## src/rtl/ifu_fetch_pkg.sv

```systemverilog
// Shared core definitions: fetch FSM states and instruction-word constants.
package ifu_fetch_pkg;

  localparam int INST_W = 32;
  localparam logic [INST_W-1:0] INST_NOP = 32'h0000_0013;

  typedef enum logic [1:0] {
    REQ,
    WAIT,
    HOLD,
    FLUSH
  } fetch_state_e;

endpackage

```

## src/rtl/ifu_fetch.sv

```systemverilog
// Multi-cycle fetch stage: one outstanding imem request, registered instruction buffer to decode.
// Optional perf counters (perf_fetch_cnt, perf_flush_cnt) are built when IFU_FETCH_PERF_EN is defined.
module ifu_fetch
  import ifu_fetch_pkg::*;
#(
  parameter int unsigned     XLEN       = 32,
  parameter logic [XLEN-1:0] PC_RST_VEC = 32'h8000_0000
) (
  input  logic              clk,
  input  logic              rst,
  input  logic              redirect,
  input  logic [XLEN-1:0]   redirect_pc,
  output logic              imem_req_valid,
  input  logic              imem_req_ready,
  output logic [XLEN-1:0]   imem_req_addr,
  input  logic              imem_rsp_valid,
  input  logic [INST_W-1:0] imem_rsp_data,
  input  logic              imem_rsp_err,
  output logic              inst_valid,
  input  logic              inst_ready,
  output logic [INST_W-1:0] inst,
  output logic [XLEN-1:0]   inst_pc,
  output logic              inst_fault
`ifdef IFU_FETCH_PERF_EN
  ,
  output logic [31:0]       perf_fetch_cnt,
  output logic [31:0]       perf_flush_cnt
`endif
);

  fetch_state_e      state_q;
  logic [XLEN-1:0]   fetch_pc_q;
  logic [XLEN-1:0]   fetch_pc_inc;
  logic              inst_valid_q;
  logic [INST_W-1:0] inst_q;
  logic [XLEN-1:0]   inst_pc_q;
  logic              inst_fault_q;

  logic pc_misaligned;
  logic req_fire;
  logic hold_stuck;

  assign pc_misaligned = |fetch_pc_q[1:0];
  assign fetch_pc_inc  = fetch_pc_q + XLEN'(4);
  assign req_fire      = imem_req_valid && imem_req_ready;
  // A misaligned-fetch fault cannot make progress; it stays presented until a redirect.
  assign hold_stuck    = inst_fault_q && (|inst_pc_q[1:0]);

  assign imem_req_valid = (state_q == REQ) && !pc_misaligned;
  assign imem_req_addr  = fetch_pc_q;

  assign inst_valid = inst_valid_q;
  assign inst       = inst_q;
  assign inst_pc    = inst_pc_q;
  assign inst_fault = inst_fault_q;

  always_ff @(posedge clk or posedge rst) begin
    if (rst) begin
      state_q      <= REQ;
      fetch_pc_q   <= PC_RST_VEC;
      inst_valid_q <= 1'b0;
      inst_q       <= '0;
      inst_pc_q    <= '0;
      inst_fault_q <= 1'b0;
    end else if (redirect) begin
      fetch_pc_q <= redirect_pc;
      case (state_q)
        REQ:     if (req_fire) state_q <= FLUSH;
        WAIT:    state_q <= imem_rsp_valid ? REQ : FLUSH;
        HOLD: begin
          inst_valid_q <= 1'b0;
          state_q      <= REQ;
        end
        FLUSH:   if (imem_rsp_valid) state_q <= REQ;
        default: state_q <= REQ;
      endcase
    end else begin
      case (state_q)
        REQ: begin
          if (pc_misaligned) begin
            inst_q       <= '0;
            inst_pc_q    <= fetch_pc_q;
            inst_fault_q <= 1'b1;
            inst_valid_q <= 1'b1;
            state_q      <= HOLD;
          end else if (imem_req_ready) begin
            state_q <= WAIT;
          end
        end
        WAIT: begin
          if (imem_rsp_valid) begin
            inst_q       <= imem_rsp_err ? '0 : imem_rsp_data;
            inst_pc_q    <= fetch_pc_q;
            inst_fault_q <= imem_rsp_err;
            inst_valid_q <= 1'b1;
            fetch_pc_q   <= fetch_pc_inc;
            state_q      <= HOLD;
          end
        end
        HOLD: begin
          if (inst_ready && !hold_stuck) begin
            inst_valid_q <= 1'b0;
            state_q      <= REQ;
          end
        end
        FLUSH:   if (imem_rsp_valid) state_q <= REQ;
        default: state_q <= REQ;
      endcase
    end
  end

`ifdef IFU_FETCH_PERF_EN
  logic        fetch_hs;
  logic        flush_ev;
  logic [31:0] perf_fetch_q;
  logic [31:0] perf_flush_q;

  assign fetch_hs = (state_q == HOLD) && inst_ready && !redirect && !hold_stuck;
  // Discarded responses and buffered instructions dropped by a redirect.
  assign flush_ev = (redirect && ((state_q == HOLD) || ((state_q == WAIT) && imem_rsp_valid)))
                 || ((state_q == FLUSH) && imem_rsp_valid);

  always_ff @(posedge clk or posedge rst) begin
    if (rst) begin
      perf_fetch_q <= '0;
      perf_flush_q <= '0;
    end else begin
      if (fetch_hs) perf_fetch_q <= perf_fetch_q + 32'd1;
      if (flush_ev) perf_flush_q <= perf_flush_q + 32'd1;
    end
  end

  assign perf_fetch_cnt = perf_fetch_q;
  assign perf_flush_cnt = perf_flush_q;
`endif

endmodule

```

## config.mk

```make
export PLATFORM = sky130hd
export DESIGN_NAME = ifu_fetch
export DESIGN_NICKNAME = d
export VERILOG_FILES = /design/src/rtl/ifu_fetch_pkg.sv /design/src/rtl/ifu_fetch.sv
export SDC_FILE = /design/constraint.sdc
export NUM_CORES = 1
export LEC_CHECK = 0
export CAP_MARGIN = 20
export CORE_MARGIN = 5
export CORE_UTILIZATION = 41
export CTS_BUF_LIST = sky130_fd_sc_hd__clkbuf_2 sky130_fd_sc_hd__clkbuf_4 sky130_fd_sc_hd__clkbuf_8
export DETAILED_ROUTE_END_ITERATION = 10
export PLACE_DENSITY = 0.79
export SLEW_MARGIN = 5
export SYNTH_ARGS = -nofsm -noshare
export SYNTH_HDL_FRONTEND = slang
export SYNTH_SLANG_ARGS = --single-unit
export TNS_END_PERCENT = 100
```

## constraint.sdc

```tcl
create_clock -name clk -period 3.3 [get_ports clk]
set_clock_uncertainty 0.05 [all_clocks]
set_input_delay 0.495 -clock clk [delete_from_list [all_inputs] [get_ports clk]]
set_output_delay 0.495 -clock clk [all_outputs]
set_load 0.01 [all_outputs]
```

## Word level (Yosys, flattened, before mapping)

Cells that the tools add are included.

| storage, ports and cells | value |
|---|---|
| output and inout port bits | 99 |
| register bits after elaboration | 100 |
| word-level logic and storage cells | 64 |
| bits of input ports | 71 |
| memories | 0 |
| bits in latches | 0 |
| memory bits (read-only) | 0 |
| memory bits (writable) | 0 |

| cells by class | value |
|---|---|
| reductions and logical operators | 17 |
| add/sub/neg operators | 1 |
| multipliers | 0 |
| muxes and demuxes | 28 |
| bitwise logic cells | 1 |
| equal/unequal tests | 11 |
| divide/modulo/power cells | 0 |
| $lt $le $gt $ge | 0 |
| shift operators | 0 |

Operator list:

| kind | number |
|---|---|
| $mux W32 | 8 |
| $pmux W32 S2 | 2 |
| $add A32 B3 Y32 const B | 1 |
| $mux W2 | 8 |
| $pmux W2 S4 | 2 |
| $ne A3 B3 Y1 const B | 4 |
| $reduce_and A4 Y1 | 2 |
| $mux W1 | 6 |
| $reduce_bool A2 Y1 | 3 |
| $reduce_and A5 Y1 | 1 |
| $eq A2 B2 Y1 const B | 2 |
| $logic_and A1 B1 Y1 | 4 |
| $ne A2 B2 Y1 const B | 2 |
| $ne A4 B4 Y1 const B | 1 |
| $reduce_or A2 Y1 | 2 |
| $pmux W1 S3 | 1 |
| $reduce_bool A3 Y1 | 1 |
| $eq A2 B1 Y1 const B | 1 |
| $logic_not A1 Y1 | 2 |
| $logic_not A2 Y1 | 1 |
| $ne A2 B1 Y1 const B | 1 |
| $pmux W1 S2 | 1 |
| $reduce_and A2 Y1 | 1 |
| $not A1 Y1 | 1 |

## Depth between registers and ports, before layout

Gate-level depths: netlist (run 1).

| logic depth | value |
|---|---|
| depth after elaboration | 7 |
| mapped depth | 7 |
| depth with buffers taken out | 5 |

## Worst setup path after synthesis (run 1)

OpenSTA, ideal clock, no wires.

| path | value |
|---|---|
| path type | register to register |
| start point | register fetch_pc_q[6] (netlist: imem_req_addr[6]) |
| end point | register fetch_pc_q[26] (netlist: imem_req_addr[26]) |
| arrival | 1.910 ns |
| stages on the path, launching flop included | 6 |
| required time | 3.168 ns |
| setup time | 0.082 ns |
| path buffers | 1 |
| setup slack | 1.258 ns |
| period minus slack after synthesis | 2.042 ns |
| cell sequence | dfrtp_1 nand3_2 or4_1 clkbuf_2 or4_1 a31oi_1 |

| between the ends | value |
|---|---|
| word-level cells in the longest chain between the ends | 4 |

Ends and longest elaborated chain:

| element | line | RTL |
|---|---|---|
| from (decl) | ifu_fetch.sv:32 | `logic [XLEN-1:0] fetch_pc_q;` |
| from (signal assigned) | ifu_fetch.sv:66 | `fetch_pc_q <= redirect_pc;` |
| from (signal assigned) | ifu_fetch.sv:96 | `fetch_pc_q <= fetch_pc_inc;` |
| $add A32 B3 Y32 | ifu_fetch.sv:44 | `assign fetch_pc_inc = fetch_pc_q + XLEN'(4);` |
| $mux W32 | ifu_fetch.sv:91 | `if (imem_rsp_valid) begin` |
| $mux W32 | ifu_fetch.sv:78 | `case (state_q)` |
| $mux W32 | ifu_fetch.sv:65 | `end else if (redirect) begin` |

No other way between the ends. The select of a mux whose other input is x is not followed.
A chain may end at the register's enable or synchronous reset.

## Final worst setup path (run 1)

| path | value |
|---|---|
| start point | register fetch_pc_q[0] (netlist: imem_req_addr[0]) |
| end point | output imem_req_valid |

| between the ends | value |
|---|---|
| word-level cells in the longest chain between the ends | 3 |

Ends and longest elaborated chain:

| element | line | RTL |
|---|---|---|
| $reduce_or A2 Y1 | ifu_fetch.sv:43 | `assign pc_misaligned = \|fetch_pc_q[1:0];` |
| $logic_not A1 Y1 | ifu_fetch.sv:49 | `assign imem_req_valid = (state_q == REQ) && !pc_misaligned;` |
| $logic_and A1 B1 Y1 | ifu_fetch.sv:49 |  |
| to (decl) | ifu_fetch.sv:13 | `output logic imem_req_valid,` |

No other way between the ends.

==> flow_summary_export.csv, run 1 <==
group,metric,value,unit
outcome,status,"finished, final reports clean",
power_and_ir_drop,power.switching,1.19,mW
power_and_ir_drop,switching_share,0.304,
clock_tree,numClockSinks,100,
clock_tree,post-cts-setup-buffers,0,
clock_tree,clockBufferDepth,2,
synthesis,syn_area,0.00439,mm2
timing,worst_hold_slack,0.463,ns
synthesis,yosysUniqueCellTypes,43,
place,place_area,0.00621,mm2
timing,setup_viol,0,
global_routing,top_usage_layer,"met2",
drt,avgViaCountPerCell,5.48,
final_layout,seq_area,0.00250,mm2
clock_tree,cts_buffers,9,
place,routabilityCongestion,0.818,
drt,drc,0,
clock_tree,clk_pin_slew,0.11,ns
drt,wl_per_cell,18.0,um
timing,drv_slew,0,
critical_path,path_max_fanout,6,
timing,worst_slew_pin_slew,0.566,ns
critical_path,path_class,"reg -> out",
global_routing,grt_overflow,0,
floorplan,start_util,0.424,
global_routing,grt_max_degree,57,
final_layout,stdcell_area,0.00643,mm2
power_and_ir_drop,power_frac_comb,0.346,
clock_tree,htreeDepth,3,
place,place_inst,666,
timing,max_freq,0.392,GHz
power_and_ir_drop,vdd_drop_max,0.328,mV
synthesis,syn_avg_cell_area,11.5,um2
place,port_buffers,169,
critical_path,setup.worst_path.end_class,"output port",
critical_path,cp_data_arrival_time,2.00,ns
final_layout,finalNetCount,613,
global_routing,grt_use_total,0.193,
final_layout,fill_cells,877,
drt,ant_nets,0,
critical_path,cp.required,2.75,ns
place,hpwl,9240,um
floorplan,fp.dieW,114,um
critical_path,start_kind,"flip-flop",
power_and_ir_drop,total_power,3.92,mW
clock_tree,root_buffer,"clkbuf_8",
global_routing,met3_usage,0.0382,
clock_tree,ctsHoldBuffers,0,
drt,finalWirelength,12300,um
synthesis,syn_inst,381,
synthesis,syn_nets,453,
synthesis,synth-seq-cells,100,
final_layout,layout.cells.non_filler,682,
timing,post-route-period-util,0.773,
clock_tree,tritoncts,"yes",
synthesis,synth-seq-area-share,0.570,
run,cap_violations,0,
floorplan,coreArea,0.0104,mm2
drt,drt_iter0_drc,303,
drt,num_vias,3735,
power_and_ir_drop,p_per_area,610,mW/mm2
timing,hold_viol_final,0,
floorplan,dieArea,0.0129,mm2
power_and_ir_drop,internal_power,2.73,mW
power_and_ir_drop,leakage,2.61,nW
timing,min_period,2.55,ns
final_layout,area_delta_synth_final,46.3,%
global_routing,grt_antenna_before_repair,0,
drt,dr.pass1.iters,4,
power_and_ir_drop,p_seq_frac,0.441,
global_routing,met2_usage,0.327,
floorplan,die_h,114,um
clock_tree,insertion_delay,0.36,ns
final_layout,multi_input_area,0.00176,mm2
final_layout,drive_gt1_frac,0.115,
clock_tree,post_cts_resize_count,0,
power_and_ir_drop,clockPowerShare,0.213,
hold_path,hp-class,"reg -> reg",
global_routing,use_met1,0.248,
floorplan,io_pins,170,
final_layout,n_antenna_cell,0,
timing,slew_headroom,0.623,
floorplan,rows,37,
synthesis,ys_warn_count,0,
timing,setup_tns,0,ns
global_routing,grt_pass1_vias,3946,
timing,rsz0062_at_grt,"no",
global_routing,grt_first_pass_wirelength,20300,um
-- metrics by stage --
| stage | util | worst slack, ns |
|---|---|---|
| 2_1_floorplan | - | 0.138 |
| 3_3_place_gp | 0.599 | 0.757 |
| 3_5_place_dp | 0.599 | 0.660 |
| 4_1_cts | 0.620 | 0.716 |
| 5_1_grt | 0.620 | 0.614 |
| 6_report | 0.620 | 0.750 |
-- cell families after synthesis --
| kind of cell | after synthesis | synth area share |
|---|---|---|
| compound gates | 87 | 0.145 |
| xor+xnor | 11 | 0.0219 |
| fa+ha+maj | 1 | 0.00285 |
| buf+inv | 33 | 0.0299 |
| flops | 100 | 0.570 |
| mux | 34 | 0.0869 |
| simple gates | 115 | 0.144 |
-- synthesized netlist by cell type (all sizes together) --
master  instances  area share
mux2i           1      0.0023
nand4           7       0.011
nand2b          1      0.0014
a22o           34       0.068
o311ai          2      0.0040
and4            3      0.0063
and3b           1      0.0020
o21ai          16       0.018
and2            1      0.0014
xor2            6       0.012
buf             5      0.0057
dfstp           1      0.0060
nand3b          1      0.0017
nor2           21       0.018
clkinv          1     0.00085
o32a            1      0.0023
a21oi           3      0.0034
nor4            3      0.0043
o211ai          2      0.0034
clkbuf         21       0.018
nand4b          2      0.0040
nor2b           2      0.0028
dfrtp          99        0.56
nor3            1      0.0011
mux2           33       0.085
or4b            1      0.0023
xnor2           5       0.010
or3             5      0.0071
nand2          28       0.024
and3            4      0.0057
nand3          17       0.021
ha              1      0.0028
a211oi          2      0.0034
inv             6      0.0051
o21ba           1      0.0023
o31ai          11       0.019
or4            16       0.027
a31oi          15       0.021
and4b           1      0.0023
-- flip-flops by register name (all words and copies together) (netlist names) --
register,count
inst,32
inst_fault,1
imem_req_addr,32
state_q,2
inst_pc,32
inst_valid,1
-- metal layers --
| layer | routed length, um | vias up |
|---|---|---|
| met4 | 275 | 0 |
| met3 | 765 | 19 |
| met2 | 6190 | 133 |
| li1 | - | 1745 |
| met1 | 5080 | 1838 |
| met5 | 0 | - |
-- power groups by stage --
stage	Clock [mW]	Combinational [mW]	Sequential (mW)
2_1_floorplan	0	0.480	1.84
3_3_place_gp	0	1.35	1.74
3_5_place_dp	0	1.37	1.75
4_1_cts	0.871	1.38	1.73
5_1_grt	0.920	1.45	1.78
6_report	0.835	1.36	1.73
-- cell usage in the layout, fill, tap and decap left out, types with 5 or more instances in the layout --
master           count
nand4_1              6
nor2_1              21
dfrtp_1             99
buf_4                5
o31ai_1             11
clkdlybuf4s50_1    169
mux2_2              33
clkbuf_8            10
or3_1                5
nand3_1             16
or4_1               16
inv_1                5
nand2_1             27
o21ai_0             16
xor2_1               6
a22o_1              34
xnor2_1              5
a31oi_1             15
-- critical path, cell delays in order, from the launching register on --
cell and delay [ns]:
dfrtp_1 0.44, or3_1 0.46, nor2_1 0.17, clkdlybuf4s50_1 0.56
-- final timing paths --
kind | slack [ns] | start | end | cells past startpoint
max in group asynchronous | 1.96 | rst | imem_req_addr[31] | 3
hold / removal | 0.46 | inst_pc[31] | inst_pc[31] | 1
setup reg to reg | 0.88 | imem_req_addr[6] | imem_req_addr[27] | 4
setup / recovery | 0.75 | imem_req_addr[0] | imem_req_valid | 3
hold reg to reg | 0.46 | inst_pc[31] | inst_pc[31] | 1
min in group asynchronous | 0.49 | rst | inst[28] | 2
-- final cells by class --
cell class / count / share of cell area
well taps: 136 / 0.0265
multi-input cells: 248 / 0.274
inverters: 7 / 0.00448
clock inverters: 6 / 0.0119
flip-flops and latches: 100 / 0.390
repair buffers: 175 / 0.272
clock buffers: 10 / 0.0214
No activity file was read; power rests on OpenSTA's default activity.
==> run 2, diff against run 1 <==
Clock period 3.3 ns to 2.1 ns, I/O delays scaled along.
==> flow_summary_export.csv, run 2 (synthesis results as in run 1) <==
group,metric,value,unit
critical_path,cp_top_family,"simple AND/OR/NAND/NOR gates",
drt,ant_nets,0,
final_layout,layout.cells.non_filler,718,
critical_path,cp_slowest_stage_delay,0.55,ns
critical_path,cp_data_arrival_time,2.30,ns
critical_path,path_max_fanout,18,
timing,post-route-period-util,0.975,
drt,wl_per_cell,18.2,um
floorplan,rows,37,
timing,min_period,2.05,ns
timing,slew_headroom,0.643,
power_and_ir_drop,total_power,6.31,mW
global_routing,grt_max_degree,101,
critical_path,setup.worst_path.end_class,"flip-flop",
global_routing,grt_pass1_vias,4093,
clock_tree,clockBufferDepth,2,
clock_tree,clk_pin_slew,0.10,ns
final_layout,final_cell_mix,"clkdlybuf4s50_1, dfrtp_1, buf_4",
critical_path,r2r-start,"imem_req_addr[12]",
floorplan,dieArea,0.0129,mm2
place,hpwl,9550,um
critical_path,path_class,"reg -> reg",
clock_tree,numClockSinks,100,
drt,avgViaCountPerCell,5.45,
timing,worst_hold_slack,0.383,ns
drt,drt_iter0_drc,299,
place,routabilityCongestion,0.853,
critical_path,path_buf_inv,1,
global_routing,grt_antenna_before_repair,0,
clock_tree,insertion_delay,0.37,ns
clock_tree,tritoncts,"yes",
floorplan,die_h,114,um
final_layout,area_delta_synth_final,53.5,%
place,place_inst,701,
drt,dr.pass1.iters,4,
final_layout,n_antenna_cell,0,
floorplan,start_util,0.424,
floorplan,fp.dieW,114,um
clock_tree,ctsHoldBuffers,0,
run,cap_violations,0,
critical_path,slowest_stage,"or4_4",
drt,num_vias,3916,
final_layout,finalNetCount,649,
timing,hold_viol_final,0,
power_and_ir_drop,p_per_area,936,mW/mm2
critical_path,r2r_end,"imem_req_addr[28]",
clock_tree,htreeDepth,3,
critical_path,start_kind,"flip-flop",
floorplan,io_pins,170,
critical_path,path_cells,"nand4_2 > or4_4 > buf_6 > or4_1 > a31oi_1",
critical_path,r2r_slack,0.05,ns
timing,drv_slew,0,
power_and_ir_drop,leakage,2.80,nW
final_layout,layout.cells.most_common,"clkdlybuf4s50_1",
power_and_ir_drop,vdd_drop_max,0.569,mV
timing,setup_viol,0,
global_routing,grt_first_pass_wirelength,21100,um
place,port_buffers,169,
global_routing,grt_use_total,0.204,
final_layout,drive_gt1_frac,0.180,
critical_path,reg2reg_depth,5,
timing,max_freq,0.488,GHz
timing,rsz0062_at_grt,"yes",
global_routing,grt_overflow,0,
outcome,status,"finished, final reports clean",
drt,finalWirelength,13000,um
floorplan,coreArea,0.0104,mm2
clock_tree,root_buffer,"clkbuf_8",
hold_path,hp-class,"in -> async",
drt,drc,0,
critical_path,cp.required,2.35,ns
clock_tree,cts_buffers,9,
timing,worst_slew_pin_slew,0.536,ns
## run 2: changes by cell type in the layout (fill, tap and decap cells not counted), moves of 2 or more
cell / previous run / this run
buf_4: 5 / 37
buf_12: 1 / 4
clkinvlp_4: 0 / 2
or4_1: 16 / 14
or4_4: 0 / 2
## run 2: worst max-delay path by stage
stage	startpoint	depth (start not counted)	to	slack, ns
final	imem_req_addr[12]	5	imem_req_addr[28]	0.05
after global routing	imem_req_addr[12]	5	imem_req_addr[25]	-0.05
after CTS	imem_req_addr[12]	5	imem_req_addr[25]	0.02
after detailed placement	imem_rsp_valid	5	imem_req_addr[28]	-0.12
after global placement	imem_rsp_valid	5	imem_req_addr[16]	-0.05
after floorplan	imem_req_addr[6]	5	imem_req_addr[26]	0.06
## run 2: routing by layer
layer | track usage | part of all wire | vias to the layer above
li1 | - | - | 1825
met1 | 0.247 | 0.41 | 1910
met2 | 0.348 | 0.50 | 149
met3 | 0.0398 | 0.061 | 32
met4 | 0.0994 | 0.033 | 0
met5 | 0 | 0 | -
## run 2: final cells by class
type                            instances  area, um2
Inverter                                7       30.0
Fill cell                             845       3630
Clock inverter                          7       80.1
Clock buffer                            9        124
Timing Repair Buffer                  211       2060
Tap cell                              136        170
Multi-Input combinational cell        248       1770
Sequential cell                       100       2500
## run 2: worst register-to-register path, stage by stage, from the launching register on
cell and delay (ns):
dfrtp_1 0.37, nand4_2 0.17, or4_4 0.55, buf_6 0.16, or4_1 0.49, a31oi_1 0.18
## run 2: metrics by stage
stage | worst slack (ns) | util | instance area (um2) | TNS [ns]
final | 0.0516 | 0.650 | 6740 | 0
after global routing | -0.0485 | 0.650 | 6740 | -0.0485
after CTS | 0.0173 | 0.649 | 6730 | 0
after detailed placement | -0.119 | 0.628 | 6510 | -3.21
after global placement | -0.0489 | 0.628 | 6510 | -0.292
after floorplan | 0.0585 | - | 4400 | 0
## run 2: power by group
part,leakage (nW),internal [mW],switching [mW],total [mW]
Sequential,1.24,2.38,0.288,2.67
Combinational,1.46,1.41,0.940,2.35
Clock,0.103,0.571,0.726,1.30
Total,2.80,4.36,1.95,6.31
## run 2: repair_timing
action | CTS | global route
pin swaps | 0 | 3
buffers inserted | 1 | 0
setup endpoints to repair | 1 | 8
gates resized for setup | 2 | 6
